<file path="config.mk">
export PLATFORM = sky130hd
export DESIGN_NAME = vga_scanout_flat
export DESIGN_NICKNAME = d
export VERILOG_FILES = /design/src/rtl/vga_scanout_if.sv /design/src/rtl/vga_scanout.sv /design/src/flat_wrapper.sv
export SDC_FILE = /design/constraint.sdc
export NUM_CORES = 1
export LEC_CHECK = 0
export CAP_MARGIN = 20
export CORE_MARGIN = 3
export CORE_UTILIZATION = 40
export CTS_CLUSTER_DIAMETER = 100
export DETAILED_ROUTE_END_ITERATION = 12
export DONT_BUFFER_PORTS = 1
export PLACE_DENSITY = 0.68
export SYNTH_ARGS = -nofsm -noshare
export SYNTH_HDL_FRONTEND = slang
export SYNTH_SLANG_ARGS = --single-unit
</file>
<file path="constraint.sdc">
create_clock -name clk -period 2.2 [get_ports clk]
set_input_delay 0.33 -clock clk [delete_from_list [all_inputs] [get_ports clk]]
set_output_delay 0.33 -clock clk [all_outputs]
set_load 0.03 [all_outputs]
</file>
<file path="src/rtl/vga_scanout_if.sv">
// Framebuffer-read / VGA-pin bundle for vga_scanout.
// master = the scanout block, slave = RAM read port + pin consumer side.
`timescale 1ns/1ps
interface vga_scanout_if #(
    parameter int ADDR_W  = 15,
    parameter int COLOR_W = 12
);
    logic               pix_en;
    logic [ADDR_W-1:0]  fb_addr;
    logic [COLOR_W-1:0] fb_data;
    logic               vga_hs;
    logic               vga_vs;
    logic               vga_blank_n;
    logic [3:0]         vga_r;
    logic [3:0]         vga_g;
    logic [3:0]         vga_b;
    logic               frame_start;

    modport master (
        input  pix_en,
        input  fb_data,
        output fb_addr,
        output vga_hs,
        output vga_vs,
        output vga_blank_n,
        output vga_r,
        output vga_g,
        output vga_b,
        output frame_start
    );

    modport slave (
        output pix_en,
        output fb_data,
        input  fb_addr,
        input  vga_hs,
        input  vga_vs,
        input  vga_blank_n,
        input  vga_r,
        input  vga_g,
        input  vga_b,
        input  frame_start
    );
endinterface

</file>
<file path="src/rtl/vga_scanout.sv">
// VGA scanout: 640x480@60 timing generator reading a 160x120 framebuffer with
// 4x4 pixel replication. Stage 0 walks the raster and issues the RAM address;
// stage 1 (one pix_en tick later) drives sync/blank/colour aligned with the
// RAM data returned for that address.
`timescale 1ns/1ps
module vga_scanout #(
    parameter int H_VIS       = 640,
    parameter int H_FP        = 16,
    parameter int H_SYNC      = 96,
    parameter int H_BP        = 48,
    parameter int V_VIS       = 480,
    parameter int V_FP        = 10,
    parameter int V_SYNC      = 2,
    parameter int V_BP        = 33,
    parameter int SCALE_SHIFT = 2,
    parameter int FB_W        = 160,
    parameter int ADDR_W      = 15,
    parameter int COLOR_W     = 12
) (
    input  logic          clk,
    input  logic          resetn,
    vga_scanout_if.master bus
);
    localparam int H_TOTAL = H_VIS + H_FP + H_SYNC + H_BP;
    localparam int V_TOTAL = V_VIS + V_FP + V_SYNC + V_BP;
    localparam int H_W     = $clog2(H_TOTAL);
    localparam int V_W     = $clog2(V_TOTAL);

    localparam logic [H_W-1:0] H_LAST   = H_W'(H_TOTAL - 1);
    localparam logic [H_W-1:0] H_VIS_C  = H_W'(H_VIS);
    localparam logic [H_W-1:0] HS_FIRST = H_W'(H_VIS + H_FP);
    localparam logic [H_W-1:0] HS_LAST  = H_W'(H_VIS + H_FP + H_SYNC - 1);
    localparam logic [H_W-1:0] H_ONE    = H_W'(1);
    localparam logic [V_W-1:0] V_LAST   = V_W'(V_TOTAL - 1);
    localparam logic [V_W-1:0] V_VIS_C  = V_W'(V_VIS);
    localparam logic [V_W-1:0] VS_FIRST = V_W'(V_VIS + V_FP);
    localparam logic [V_W-1:0] VS_LAST  = V_W'(V_VIS + V_FP + V_SYNC - 1);
    localparam logic [V_W-1:0] V_ONE    = V_W'(1);

    // Stage 0 state
    logic [H_W-1:0]     r_h_cnt;
    logic [V_W-1:0]     r_v_cnt;
    logic [ADDR_W-1:0]  r_fb_addr;
    logic               r_s0_hs;
    logic               r_s0_vs;
    logic               r_s0_vis;
    // Stage 1 (pin) state
    logic               r_hs;
    logic               r_vs;
    logic               r_blank_n;
    logic [COLOR_W-1:0] r_rgb;
    logic               r_frame_start;

    logic [H_W-1:0]     w_h_next;
    logic [V_W-1:0]     w_v_next;
    logic               w_h_last;
    logic               w_v_last;
    logic               w_vis;
    logic               w_hs;
    logic               w_vs;
    logic [ADDR_W-1:0]  w_x;
    logic [ADDR_W-1:0]  w_y;
    logic [ADDR_W-1:0]  w_addr;

    // Next raster position and timing decodes of the current position
    always_comb begin
        w_h_last = (r_h_cnt == H_LAST);
        w_v_last = (r_v_cnt == V_LAST);
        w_h_next = r_h_cnt + H_ONE;
        w_v_next = r_v_cnt;
        if (w_h_last) begin
            w_h_next = {H_W{1'b0}};
            if (w_v_last) begin
                w_v_next = {V_W{1'b0}};
            end else begin
                w_v_next = r_v_cnt + V_ONE;
            end
        end else begin
            w_v_next = r_v_cnt;
        end
        w_vis = (r_h_cnt < H_VIS_C) && (r_v_cnt < V_VIS_C);
        w_hs  = !((r_h_cnt >= HS_FIRST) && (r_h_cnt <= HS_LAST));
        w_vs  = !((r_v_cnt >= VS_FIRST) && (r_v_cnt <= VS_LAST));
    end

    // Stored-pixel coordinates: drop the replication bits
    assign w_x = ADDR_W'(r_h_cnt >> SCALE_SHIFT);
    assign w_y = ADDR_W'(r_v_cnt >> SCALE_SHIFT);

    // Row-major address; the 160-wide case is y*128 + y*32 + x
    generate
        if (FB_W == 160) begin : g_addr_160
            assign w_addr = (w_y << 3'd7) + (w_y << 3'd5) + w_x;
        end else begin : g_addr_gen
            assign w_addr = (w_y * ADDR_W'(FB_W)) + w_x;
        end
    endgenerate

    // Stage 0: raster counters, RAM address and pipelined timing decodes
    always_ff @(posedge clk or negedge resetn) begin
        if (!resetn) begin
            r_h_cnt   <= {H_W{1'b0}};
            r_v_cnt   <= {V_W{1'b0}};
            r_fb_addr <= {ADDR_W{1'b0}};
            r_s0_hs   <= 1'b1;
            r_s0_vs   <= 1'b1;
            r_s0_vis  <= 1'b0;
        end else if (bus.pix_en) begin
            r_h_cnt  <= w_h_next;
            r_v_cnt  <= w_v_next;
            r_s0_hs  <= w_hs;
            r_s0_vs  <= w_vs;
            r_s0_vis <= w_vis;
            // Address holds through blanking so the RAM sees no needless reads
            if (w_vis) begin
                r_fb_addr <= w_addr;
            end
        end
    end

    // Stage 1: pin outputs, colour taken from the RAM word for the previous tick
    always_ff @(posedge clk or negedge resetn) begin
        if (!resetn) begin
            r_hs      <= 1'b1;
            r_vs      <= 1'b1;
            r_blank_n <= 1'b0;
            r_rgb     <= {COLOR_W{1'b0}};
        end else if (bus.pix_en) begin
            r_hs      <= r_s0_hs;
            r_vs      <= r_s0_vs;
            r_blank_n <= r_s0_vis;
            if (r_s0_vis) begin
                r_rgb <= bus.fb_data;
            end else begin
                r_rgb <= {COLOR_W{1'b0}};
            end
        end
    end

    // Single-clock pulse when the raster wraps from the last pixel of the frame
    always_ff @(posedge clk or negedge resetn) begin
        if (!resetn) begin
            r_frame_start <= 1'b0;
        end else begin
            r_frame_start <= bus.pix_en && w_h_last && w_v_last;
        end
    end

    assign bus.fb_addr     = r_fb_addr;
    assign bus.vga_hs      = r_hs;
    assign bus.vga_vs      = r_vs;
    assign bus.vga_blank_n = r_blank_n;
    assign bus.vga_r       = r_rgb[COLOR_W-1 -: 4];
    assign bus.vga_g       = r_rgb[COLOR_W-5 -: 4];
    assign bus.vga_b       = r_rgb[3:0];
    assign bus.frame_start = r_frame_start;
endmodule

</file>
<file path="src/flat_wrapper.sv">
// flat-port wrapper written by rule: the top's interface ports become plain ports
module vga_scanout_flat 
#(
    parameter int H_VIS       = 640,
    parameter int H_FP        = 16,
    parameter int H_SYNC      = 96,
    parameter int H_BP        = 48,
    parameter int V_VIS       = 480,
    parameter int V_FP        = 10,
    parameter int V_SYNC      = 2,
    parameter int V_BP        = 33,
    parameter int SCALE_SHIFT = 2,
    parameter int FB_W        = 160,
    parameter int ADDR_W      = 15,
    parameter int COLOR_W     = 12
)
  (clk, resetn, bus_pix_en, bus_fb_data, bus_fb_addr, bus_vga_hs, bus_vga_vs, bus_vga_blank_n, bus_vga_r, bus_vga_g, bus_vga_b, bus_frame_start);
  vga_scanout_if #(.ADDR_W(ADDR_W), .COLOR_W(COLOR_W)) bus_i ();
  input  logic clk;
  input  logic resetn;
  input wire logic [$bits(bus_i.pix_en)-1:0] bus_pix_en;
  input wire logic [$bits(bus_i.fb_data)-1:0] bus_fb_data;
  output wire logic [$bits(bus_i.fb_addr)-1:0] bus_fb_addr;
  output wire logic [$bits(bus_i.vga_hs)-1:0] bus_vga_hs;
  output wire logic [$bits(bus_i.vga_vs)-1:0] bus_vga_vs;
  output wire logic [$bits(bus_i.vga_blank_n)-1:0] bus_vga_blank_n;
  output wire logic [$bits(bus_i.vga_r)-1:0] bus_vga_r;
  output wire logic [$bits(bus_i.vga_g)-1:0] bus_vga_g;
  output wire logic [$bits(bus_i.vga_b)-1:0] bus_vga_b;
  output wire logic [$bits(bus_i.frame_start)-1:0] bus_frame_start;
  assign bus_i.pix_en = bus_pix_en;
  assign bus_i.fb_data = bus_fb_data;
  assign bus_fb_addr = bus_i.fb_addr;
  assign bus_vga_hs = bus_i.vga_hs;
  assign bus_vga_vs = bus_i.vga_vs;
  assign bus_vga_blank_n = bus_i.vga_blank_n;
  assign bus_vga_r = bus_i.vga_r;
  assign bus_vga_g = bus_i.vga_g;
  assign bus_vga_b = bus_i.vga_b;
  assign bus_frame_start = bus_i.frame_start;
  vga_scanout #(.H_VIS(H_VIS), .H_FP(H_FP), .H_SYNC(H_SYNC), .H_BP(H_BP), .V_VIS(V_VIS), .V_FP(V_FP), .V_SYNC(V_SYNC), .V_BP(V_BP), .SCALE_SHIFT(SCALE_SHIFT), .FB_W(FB_W), .ADDR_W(ADDR_W), .COLOR_W(COLOR_W)) u_core (.clk(clk), .resetn(resetn), .bus(bus_i));
endmodule
</file>
Yosys cells after proc, flatten, opt, wreduce, memory -nomap -nowiden
Index checks and enable logic that the tools add are counted.
{ "word_totals": {"register_bits": 54, "input_bits": 15, "out_inout_bits": 31} }
{ "classes": {"n_addsub": 4, "order_cmp": 6, "eq_ne": 2, "n_mux": 3, "n_reduce_logical": 9} }
{ "ops": {"columns": ["cell", "n"], "rows": [
  ["10-bit by 1-bit adder with 10-bit output (second input constant)", 2],
  ["10-bit == test (second input constant)", 2],
  ["10-bit 2-to-1 mux", 2],
  ["15-bit by 13-bit adder with 15-bit output", 1],
  ["15-bit by 8-bit adder with 15-bit output", 1],
  ["12-bit 2-to-1 mux", 1],
  ["10-bit greater-or-equal comparator (second input constant)", 1],
  ["10-bit by 9-bit greater-or-equal comparator with 1-bit output (second input constant)", 1],
  ["10-bit less-or-equal comparator (second input constant)", 1],
  ["10-bit by 9-bit less-or-equal comparator with 1-bit output (second input constant)", 1],
  ["10-bit < comparator (second input constant)", 1],
  ["10-bit by 9-bit < comparator with 1-bit output (second input constant)", 1],
  ["1-bit logical AND", 5],
  ["2-bit AND reduction", 2],
  ["1-bit logical NOT", 2]
]} }

Logic depth before layout (Yosys ltp)
{ "depth": {"ltp_word": 3, "mapped_depth": 8, "depth_no_buf": 8} }

Worst setup path after synthesis
Ideal clock, no wire load.
{ "synth_timing": {"kind": "register to register", "from": "reg u_core.r_v_cnt[4]", "to": "reg u_core.r_fb_addr[12], in the netlist u_core.bus.fb_addr[12]", "setup_ps": 96, "t_arrival_ps": 2286, "required_ps": 2104, "slack_ps": -181, "stages_incl_launch_ff": 9, "n_path_buf": 0, "period_less_slack_ps": 2381, "path_cell_list": "dfrtp_1 inv_1 fa_1 inv_1 fa_1 a211oi_1 o21ai_0 and3_1 o31ai_1"} }
{ "synth_via": {"elab_chain_len": 3, "word_cells_on_any_way": 5, "classes_between": "add/sub (2); order compare (1); reduce/logical (2)"} }
{ "synth_rtl": {"columns": ["item", "line_no", "source"], "rows": [
  ["start: declaration", "vga_scanout.sv:42", "logic [V_W-1:0] r_v_cnt;"],
  ["start signal: assignment", "vga_scanout.sv:103", "r_v_cnt <= {V_W{1'b0}};"],
  ["start signal: assignment", "vga_scanout.sv:110", "r_v_cnt <= w_v_next;"],
  ["branches (longest 3 deep; another with 15-bit by 13-bit adder with 15-bit output)", null, null],
  ["end signal: assignment", "vga_scanout.sv:104", "r_fb_addr <= {ADDR_W{1'b0}};"],
  ["end signal: assignment", "vga_scanout.sv:116", "r_fb_addr <= w_addr;"],
  ["end: declaration", "vga_scanout.sv:43", "logic [ADDR_W-1:0] r_fb_addr;"]
]} }
Several ways; the timed one is not identified.
A chain may end at the register's enable or synchronous reset.

Final worst setup path
Same ends and word-level chain as after synthesis.

==> results.md <==
- Worst-path cell chain: inv_2, fa_1, inv_2, fa_2, a211oi_2, o21ai_2, buf_4, a21oi_2, o31ai_2
- Metal2 WL: 2750 um
- Post-synth cell types: 49
- Worst Setup SP: u_core.r_v_cnt[4]$_DFFE_PN0P_
- Layout cell share with drive strength beyond 1: 18.9%
- Leak pwr: 0.00156 uW
- Port bufs: 0
- First-pass GRT wire length: 9550 um
- Final wirelength: ~5600 um
- Prevailing post-synth register cell: dfrtp_1
- All-Layer GR Usage: 13.9%
- RD Place Congestion: ~0.85
- Die area: 0.00826 mm^2
- Register area share after synthesis: between 40% and 50%
- Antenna cells: 0
- Max Freq: 452 MHz
- EDFF count, synth: 0
- Flops & latches, synth: between 50 and 60
- Fin crit share: 100%
- Initial DRC Count: 85
- Slew Limit Fails: 0
- Reg2reg start: u_core.r_v_cnt[4]$_DFFE_PN0P_
- Syn Nets: 316
- Root buf cell: clkbuf_8
- Initial core utilization: a little over two fifths
- CP max stage cell: fa_1
- Utilization after layout: 47.0%
- Power Dens Cells: 647 mW/mm^2
- Avg Cell Area, Syn: ~10 um^2
- Total power draw: 2100 uW
- Initial antenna violation count: 0
- WP data required: between 2 and 2.5 ns
- Critical Path AT: about 2.4 ns
- Wire length on met1: 2580 um
- Outcome: complete, but fails checks
- Number of global-route vias before repair: 1997
- Min Tclk post-route: around 2.2 ns
- Post-DR wirelength/cell: around 14 um
- RSZ-0062 raised after global routing: true
- Pre-Repair DR Iteration Count: 4
- # H-tree levels: 2
- Syn Std Cell Area: around 0.0029 mm^2
- Die X: around 91 um
- Mapped Cells: 280
- Cell taking the most area after synthesis: dfrtp_1
- Most frequent cells in the layout: 49 x dfrtp_1, 28 x o21ai_0, 28 x nand2_1
- Failing checks: setup timing
- CTS tree: done
- Ports: 46
- Worst Path Max Fanout: 3
- Largest cells by area after synthesis: dfrtp_1 43%, ha_1 8.2%, o21ai_0 5.2%, dfstp_2 3.6%, nand2_1 3.6%
- Routed Antenna Nets: 0
- Max_cap viols: 0
- DP HPWL: about 3900 um
- Clk sink count: 54
- WL met3: about 200 um
- Yosys Warn Count: 0
- Final worst slack: -0.0102 ns
- Remaining Overflow, GRT: 0
- WS Path Type: flop to flop
- Most used cell, CP: inv_2
- Hold/Removal Path Class: input port to flop
- CP peak stage delay: 0.54 ns
- Peak VDD IR: 0.000302 V
- Crit path launch type: flop
- Asr flop ratio synth: 100%
- Drt drc: 0
- Final setup fails: 1
- Post-Route Skew: between 0.01 and 0.015 ns
- Hold path start: bus_pix_en
- Clk_lat worst skew: 0.31 ns
- Worst-path clk slew: about 0.1 ns
- Avg Vias per Cell: 5.10
- Die height: 90.9 um
- Max Used Layer: met4
- Fin nets: 332
- Worst-Margin Slew: 0.580 ns
- TritonCTS Buffers: 5
- Final hold vios: 0
- Core area: 0.00691 mm^2
- Rel. slew slack: 61.3%
- Most common cell after layout, fill and taps aside: dfrtp_1
- Yosys top cell area share: 43.4%
- Row count: 30
- Critical Path End Type: flop
- Vias post-DR: 2003
- Max Buffers Root-to-Sink: 2
- Area grow syn2layout: 12.6%
- Largest net degree at the start of global routing: 55
[final timing paths]
check | to | slack [ns] | cells past startpoint
setup reg to reg | u_core.bus.fb_addr[12]$_DFFE_PN0P_ | -0.01 | 9
min in group asynchronous | u_core.r_rgb[4]$_DFFE_PN0P_ | 0.53 | 2
hold reg to reg | u_core.r_s0_hs$_DFFE_PN1P_ | 0.50 | 2
hold / removal | u_core.r_s0_vs$_DFFE_PN1P_ | 0.08 | 1
setup / recovery | u_core.bus.fb_addr[12]$_DFFE_PN0P_ | -0.01 | 9
max in group asynchronous | u_core.r_s0_vs$_DFFE_PN1P_ | 1.39 | 2
[registers in the layout, indices dropped and copies added (netlist names)]
name and flops:
u_core.r_rgb 12, u_core.r_v_cnt 10, u_core.bus.vga_blank_n 1, u_core.bus.fb_addr 15
u_core.bus.frame_start 1, u_core.bus.vga_vs 1, u_core.r_s0_vs 1, u_core.bus.vga_hs 1
u_core.r_h_cnt 10, u_core.r_s0_hs 1, u_core.r_s0_vis 1
[cells by family after synthesis]
logic type / after synthesis / share of synthesized area [%]
xor+xnor: 15 / 4.82
compound gates: 52 / 10.1
flops: 54 / 47.0
fa+ha+maj: 21 / 9.64
mux: 10 / 3.78
buf+inv: 32 / 4.95
simple gates: 96 / 19.7
[synthesized netlist by cell type, types with 2 or more instances]
cell type / number
nor3_1: 4
a31oi_1: 2
dfrtp_1: 50
and3_1: 6
buf_2: 3
mux2_1: 3
xor2_1: 8
o21ai_0: 30
nor2_1: 12
and2_1: 2
a21oi_1: 9
mux2i_1: 3
nand2_1: 28
or2_2: 2
nand3_1: 20
buf_6: 2
a21o_1: 2
inv_1: 23
clkbuf_1: 2
nand4_1: 6
ha_1: 19
nand4b_1: 2
dfstp_2: 4
nand4_4: 2
xnor2_1: 6
fa_1: 2
a211oi_1: 3
mux2_2: 4
[worst max-delay path: cells and delay by family, from the launching register on]
family	cells	cell delay, ns
adder cells (fa/ha/maj)	2	0.91
AO/OA/AOI/OAI	4	0.57
flip-flops	1	0.38
buffers and inverters	3	0.24
[metrics by stage]
| step | TNS [ns] | setup slack, ns | instance area (um^2) | hold slack (ns) | cells |
|---|---|---|---|---|---|
| after global placement | 0 | 0.0317 | 3060 | 0.0355 | 380 |
| after detailed placement | -0.0354 | -0.0354 | 3060 | 0.0354 | 380 |
| after CTS | 0 | 0.000887 | 3190 | 0.0600 | 391 |
| after global routing | -0.0814 | -0.0590 | 3250 | 0.0603 | 393 |
| after floorplan | 0 | 0.00815 | 2900 | 0.0344 | 280 |
| final | -0.0102 | -0.0102 | 3250 | 0.0782 | 393 |
[area by class of cell]
type / count / area [um^2]
clock buffers: 6 / 72.6
clock inverters: 2 / 13.8
fillers: 683 / 3660
inverters: 23 / 86.3
multi-input cells: 194 / 1440
flip-flops and latches: 54 / 1360
well taps: 96 / 120
repair buffers: 18 / 158
[routing by layer]
metal  GRT usage, %  vias to the layer above
li1               -                     1004
met1           18.4                      961
met2           22.9                       33
met3           2.50                        5
met4           5.28                        0
met5              0                        -
[power by group]
part	switching, uW	leakage [uW]	internal, uW
registers	231	0.000676	1090
logic	128	0.000838	94.9
clock network	326	0.0000456	228
[repair_timing]
action,4_1_cts,5_1_grt
buffers inserted,1,2
endpoints found under the setup margin,2,5
gates resized for setup,3,6
hold endpoints to repair,54,0
hold buffers,2,0
pin swaps,5,6
Note: power is estimated with default switching activity, not from simulation.
